**config.mk**
```make
export PLATFORM = sky130hd
export DESIGN_NAME = data_mem_loader
export DESIGN_NICKNAME = d
export VERILOG_FILES = /design/src/rtl/data_mem_loader.sv
export SDC_FILE = /design/constraint.sdc
export NUM_CORES = 1
export LEC_CHECK = 0
export CORE_MARGIN = 2
export CORE_UTILIZATION = 46
export DETAILED_ROUTE_END_ITERATION = 6
export PLACE_DENSITY = 0.84
export SYNTH_ARGS = -nofsm -noshare
export SYNTH_HDL_FRONTEND = slang
export SYNTH_SLANG_ARGS = --single-unit
export TNS_END_PERCENT = 30
```
**constraint.sdc**
```tcl
create_clock -name clk -period 6.1 [get_ports clk]
set_clock_uncertainty 0.1 [all_clocks]
set_input_delay 0.61 -clock clk [delete_from_list [all_inputs] [get_ports clk]]
set_output_delay 0.61 -clock clk [all_outputs]
set_load 0.05 [all_outputs]
```
**src/rtl/data_mem_loader.sv**
```systemverilog
// Bus-master copy engine between a valid/ready stream and the 16-bit data memory.
// LOAD writes an input stream into consecutive words; DUMP reads consecutive words onto an output stream.
module data_mem_loader #(
  parameter int DEPTH = 24
) (
  input  logic        clk,
  input  logic        rst,
  input  logic        start,
  input  logic        mode,
  input  logic [15:0] base_addr,
  input  logic [15:0] length,
  input  logic [15:0] in_data,
  input  logic        in_valid,
  output logic        in_ready,
  output logic [15:0] out_data,
  output logic        out_valid,
  input  logic        out_ready,
  output logic [15:0] data_mem_data,
  output logic [15:0] data_mem_addr,
  output logic        mem_write,
  output logic        mem_read,
  input  logic [15:0] data_mem_strm,
  output logic        busy,
  output logic        done,
  output logic        err
);

  typedef enum logic [1:0] {
    IDLE,
    LOAD,
    DUMP,
    DONE
  } state_t;

  state_t      st;
  logic [15:0] addr;
  logic [15:0] remain;

  logic [16:0] end_addr;
  logic        range_bad;
  logic        out_free;
  logic        adv;

  // The 17-bit sum catches ranges whose end would wrap past 0xFFFF.
  assign end_addr  = {1'b0, base_addr} + {1'b0, length};
  assign range_bad = end_addr > 17'(DEPTH);
  assign out_free  = !out_valid || out_ready;
  assign adv       = (st == DUMP) && (remain != 16'd0) && out_free;

  assign in_ready      = (st == LOAD);
  assign mem_write     = (st == LOAD) && in_valid;
  assign data_mem_data = (st == LOAD) ? in_data : 16'd0;
  assign data_mem_addr = addr;
  assign mem_read      = adv;
  assign busy          = (st != IDLE);
  assign done          = (st == DONE);

  // NOTE: state registers use non-blocking assignments so every branch reads pre-edge values.
  always_ff @(posedge clk or negedge rst) begin
    if (!rst) begin
      st        <= IDLE;
      addr      <= 16'd0;
      remain    <= 16'd0;
      out_data  <= 16'd0;
      out_valid <= 1'b0;
      err       <= 1'b0;
    end else begin
      case (st)
        IDLE: begin
          if (start) begin
            if (range_bad) begin
              err <= 1'b1;
            end else begin
              err    <= 1'b0;
              addr   <= base_addr;
              remain <= length;
              if (length == 16'd0) st <= DONE;
              else if (mode)       st <= DUMP;
              else                 st <= LOAD;
            end
          end
        end

        LOAD: begin
          if (in_valid) begin
            addr   <= addr + 16'd1;
            remain <= remain - 16'd1;
            if (remain == 16'd1) st <= DONE;
          end
        end

        DUMP: begin
          if (adv) begin
            out_data  <= data_mem_strm;
            out_valid <= 1'b1;
            addr      <= addr + 16'd1;
            remain    <= remain - 16'd1;
          end else if (out_free) begin
            // Not advancing while the sink is free means the block is exhausted.
            out_valid <= 1'b0;
            st        <= DONE;
          end
        end

        DONE:    st <= IDLE;
        default: st <= IDLE;
      endcase
    end
  end

endmodule

```
After elaboration in Yosys (flattened, before gate mapping)
Index checks and enable logic that the tools add are counted.
Widths: inputs -> output; s select.
Word-level totals
  input port bits: 70
  word-level logic and storage cells: 60
  bits in registers: 52
  output and inout bits: 55
Cells by class
  mux-type cells: 23
  eq/ne operators: 11
  $add $sub $neg: 3
  $lt $le $gt $ge: 1
  reductions and logical operators: 16
Operator list (number)
  $mux 16: 9
  $pmux 16 s3: 2
  $add 16x16->17: 1
  $gt 17x5->1 const B: 1
  $add 16x1->16 const B: 1
  $eq 16x1->1 const B: 1
  $logic_not 16->1: 1
  $mux 2: 8
  $reduce_bool 16->1: 1
  $sub 16x1->16 const B: 1
  $ne 2x2->1 const B: 6
  $pmux 2 s4: 1
  $reduce_and 2->1: 3
  $reduce_and 6->1: 1
  $reduce_and 5->1: 1
  $eq 2x2->1 const B: 2
  $reduce_bool 2->1: 2
  $logic_and 1x1->1: 3
  $mux 1: 3
  $reduce_bool 3->1: 1
  $eq 2x1->1 const B: 1
  $logic_not 2->1: 1
  $ne 2x1->1 const B: 1
  $logic_not 1->1: 1
  $logic_or 1x1->1: 1

Logic depth before layout (Yosys ltp)
  word-level depth: 5
  gate-level depth with buffers: 12
  depth with buffers taken out: 10

Worst setup path after synthesis
Ideal clock, no wire load.
  path kind: input to register
  start point: in base_addr[0]
  end point: reg addr[10] (netlist: data_mem_addr[10])
  library setup time: 0.124 ns
  arrival: 3.353 ns
  path buffers: 2
  setup slack: 2.523 ns
  stages: 12
  required time: 5.876 ns
  path through: ha_1 fa_1 a211oi_4 o21bai_4 xor2_1 a2111o_1 nor4_2 a41oi_1 or2_1 buf_2 buf_6 a211o_1
Between the ends
  longest elaborated chain between the ends: 4
RTL lines
  start, declared: line 10  | input logic [15:0] base_addr,
  $add 16x16->17: line 45  | assign end_addr = {1'b0, base_addr} + {1'b0, length};
  $gt 17x5->1: line 46  | assign range_bad = end_addr > 17'(DEPTH);
  $ne 2x2->1 (no line)
  $reduce_and 5->1 (no line)
  end signal, assigned: line 75  | addr <= base_addr;
  end signal, assigned: line 86  | addr <= addr + 16'd1;
  end signal, assigned: line 96  | addr <= addr + 16'd1;
  end, declared: line 36  | logic [15:0] addr;
No other way between the ends.
A chain may end at the register's enable or synchronous reset.

Final worst setup path
  start point: in length[0]
  end point: reg addr[14] (netlist: data_mem_addr[14])
Between the ends
  longest elaborated chain between the ends: 4
RTL lines
  start, declared: line 11  | input logic [15:0] length,
  $add 16x16->17: line 45
  $gt 17x5->1: line 46
  $ne 2x2->1 (no line)
  $reduce_and 5->1 (no line)
No other way between the ends.

==> impl_metrics.yaml <==
run_status:
  result_of_the_run: "finished clean"
yosys:
  synth_enable_flop_cells: 0
  ys_warn_count: 0
  post_synthesis_cell_count: 508
  synth_top_flop_cell: "sky130_fd_sc_hd__dfrtp_1"
  synth.net_count: 602
  asyncSetResetFlopFracSynth: 1.000
  syn_area_um2: 4379
  synth-seq-cells: 52
  synth-seq-area-share: 0.2971
  syn-mean-instance-area_um2: 8.620
  ys_types: 65
timing:
  report.final.hold_viol_count: 0
  report.final.setup_viol: 0
  min_clock_period_post_route_ns: 4.736
  relative_slew_slack: 0.5087
  totalNegativeSetupSlack_ns: 0
  slew_violations: 0
  grt_setup_unrepaired: "no"
  layout_worst_path_cycle_share: 0.7764
  worstMarginPinSlew_ns: 0.7302
  max_freq_mhz: 211.1
critical_path:
  path_max_fanout: 59
  worst-endpoint-arrival_ns: 4.84
  critical_path.startpoint_type: "primary input"
  wp_data_required_ns: 6.20
  timing.rr.end: "remain[1]$_DFFE_PN0P_"
  path_common_cell: "sky130_fd_sc_hd__buf_4"
  r2r.worst_path.cells: 8
  timing.reg2reg.setup_slack_ns: 2.70
  critical_path_class: "in -> reg"
  critical_path.endpoint_type: "flip-flop"
  cpPeakStageDelay_ns: 0.56
  worstPathCellList: "clkdlybuf4s50_1 -> ha_1 -> fa_1 -> a211oi_4 -> o21bai_4 -> a221oi_4 -> nor3_1 -> nor4_1 -> a41oi_4 -> buf_4 -> or2_1 -> buf_4 -> a211o_1"
  cp_slowest_cell: "sky130_fd_sc_hd__nor4_1"
  timing.rr.start: "remain[6]$_DFFE_PN0P_"
place:
  place_hpwl_um: 10250
  gpl_congestion: 0.9973
  place.port_buffers: 124
pwr:
  power.ir.vdd_worst_mv: 0.2932
  p_leak_nw: 2.315
  power.density_nw_per_um2: 574.4
  totalPowerFinal_mw: 3.320
clock_tree:
  clock_tree.htree_level_count: 2
  cts_repair_resize_count: 0
  cts_tree: "built"
  worst_skew_pair.late_latency_ns: 0.32
  ctsHoldBuffers: 0
  cts.sinks: 52
  cts_buffer_depth: 2
  clk_root_buffer_cell: "sky130_fd_sc_hd__clkbuf_8"
  clkTransAtPathRegs_ns: 0.11
  cts.repair_timing.setup_buffer_count: 0
  numCtsBuffers: 5
layout:
  synthToLayoutAreaGrowth_pct: 31.97
  nets: 704
  layout_common_cells: "sky130_fd_sc_hd__clkdlybuf4s50_1, sky130_fd_sc_hd__dfrtp_1, sky130_fd_sc_hd__nand2_1, sky130_fd_sc_hd__nor3_1, sky130_fd_sc_hd__a211o_1"
  fill_cells: 746
  diodes: 0
  layout_commonest_cell: "sky130_fd_sc_hd__clkdlybuf4s50_1"
  drive_above_1_share: 0.07692
grt:
  grt-ovfl-total: 0
  gr-usage-all-layers: 0.2570
  grt_antenna_before_repair: 0
  grt_first_pass_wirelength_um: 21100
  grt_max_degree: 60
  groute.layer.met3.usage: 0.02346
  busiest_layer: "met2"
  grt_pass1_vias: 4086
  met2_usage: 0.4185
  global_route_track_usage_on_met1: 0.3629
floorplanning:
  boundaryPins: 125
  die-area_um2: 10320
  floorplan.die.height_um: 101.6
  std_cell_rows: 35
  initial_utilization: 0.4739
  fp.coreArea_um2: 9240
  die_x_um: 101.6
flow_run:
  drv_cap: 0
drt:
  route.antenna.remaining_nets: 0
  routed_wirelength_um: 13500
  wire_per_inst_um: 18.25
  drtIter0Drc: 437
  detailroute.via_count: 4497
  route.detailed.drc: 0
  detailedRoute.firstPassIterationCount: 5
  vias_per_cell: 6.077
hold_path:
  hp-class: "in -> async"
registers in the layout, summed over array words and instances, names as in the netlist:
signal / count
st: 2
out_valid: 1
data_mem_addr: 16
out_data: 16
err: 1
remain: 16
synthesized netlist by cell type (8+ instances only):
cell type,count,area (µm²)
sky130_fd_sc_hd__mux2i_1,8,80.08
sky130_fd_sc_hd__o41ai_1,13,113.9
sky130_fd_sc_hd__inv_1,24,90.09
sky130_fd_sc_hd__nand3_1,24,120.1
sky130_fd_sc_hd__o32ai_1,14,122.6
sky130_fd_sc_hd__nor3_1,26,130.1
sky130_fd_sc_hd__nor2_1,21,78.83
sky130_fd_sc_hd__nand2b_1,24,150.1
sky130_fd_sc_hd__nor4_1,21,131.4
sky130_fd_sc_hd__o21ai_0,8,40.04
sky130_fd_sc_hd__nand3b_1,13,97.59
sky130_fd_sc_hd__mux2_2,16,180.2
sky130_fd_sc_hd__clkbuf_1,26,97.59
sky130_fd_sc_hd__and3_1,8,50.05
sky130_fd_sc_hd__dfrtp_1,52,1301
sky130_fd_sc_hd__ha_1,23,287.8
sky130_fd_sc_hd__nand2_1,46,172.7
sky130_fd_sc_hd__a21oi_1,12,60.06
sky130_fd_sc_hd__and2_1,18,112.6
sky130_fd_sc_hd__a211o_1,26,227.7
worst max-delay path: cells and delay by family:
family	cells	cell delay [ns]
simple gates	3	1.11
fa+ha+maj	2	0.72
compound gates	5	1.23
buf+inv	3	1.12
area by class of cell:
type / count / area (µm²) / area share
Multi-Input combinational cell: 397 / 2848 / 0.4927
Sequential cell: 52 / 1301 / 0.2252
Timing Repair Buffer: 130 / 1281 / 0.2217
Tap cell: 129 / 161.4 / 0.02793
Inverter: 24 / 90.09 / 0.01559
Clock buffer: 5 / 68.82 / 0.01191
Clock inverter: 3 / 28.78 / 0.004979
per-layer routing:
layer,up-vias,wire (µm)
met3,28,745
met2,175,6709
met4,0,304
li1,2133,-
met5,-,0
met1,2161,5745
kinds of logic (layout without fill, tap and decap cells):
kind of cell | after synthesis | after routing | synth area share
simple gates | 222 | 222 | 0.2752
mux | 24 | 24 | 0.05943
buf+inv | 59 | 162 | 0.05743
xor+xnor | 5 | 5 | 0.01000
flops | 52 | 52 | 0.2971
compound gates | 122 | 122 | 0.2306
fa+ha+maj | 24 | 24 | 0.07029
how the worst max path moves through the flow:
stage / from / to / slack (ns) / cells after the start
3_5_place_dp: length[0] / data_mem_addr[15]$_DFFE_PN0P_ / 1.15 / 13
3_3_place_gp: length[0] / data_mem_addr[5]$_DFFE_PN0P_ / 1.25 / 13
2_1_floorplan: base_addr[0] / data_mem_addr[10]$_DFFE_PN0P_ / 2.52 / 12
6_report: length[0] / data_mem_addr[14]$_DFFE_PN0P_ / 1.36 / 13
5_1_grt: length[0] / remain[4]$_DFFE_PN0P_ / 1.23 / 13
4_1_cts: length[0] / remain[4]$_DFFE_PN0P_ / 1.49 / 13
stage by stage:
| step | util | setup WS, ns | instances | hold WS, ns | cell area (µm²) |
|---|---|---|---|---|---|
| final | 0.6255 | 1.364 | 740 | 0.2896 | 5779 |
| after global routing | 0.6255 | 1.228 | 740 | 0.3436 | 5779 |
| after floorplan | - | 2.523 | 508 | 0.2144 | 4379 |
| after detailed placement | 0.6149 | 1.147 | 732 | 0.3950 | 5682 |
| after global placement | 0.6149 | 1.253 | 732 | 0.3875 | 5682 |
| after CTS | 0.6255 | 1.485 | 740 | 0.3193 | 5779 |
power breakdown:
group          internal [mW]  switching [mW]
registers              0.531           0.172
clock network         0.0869           0.128
logic                  0.906            1.50
total                   1.52            1.80
Power figures use the tool's default switching activity.
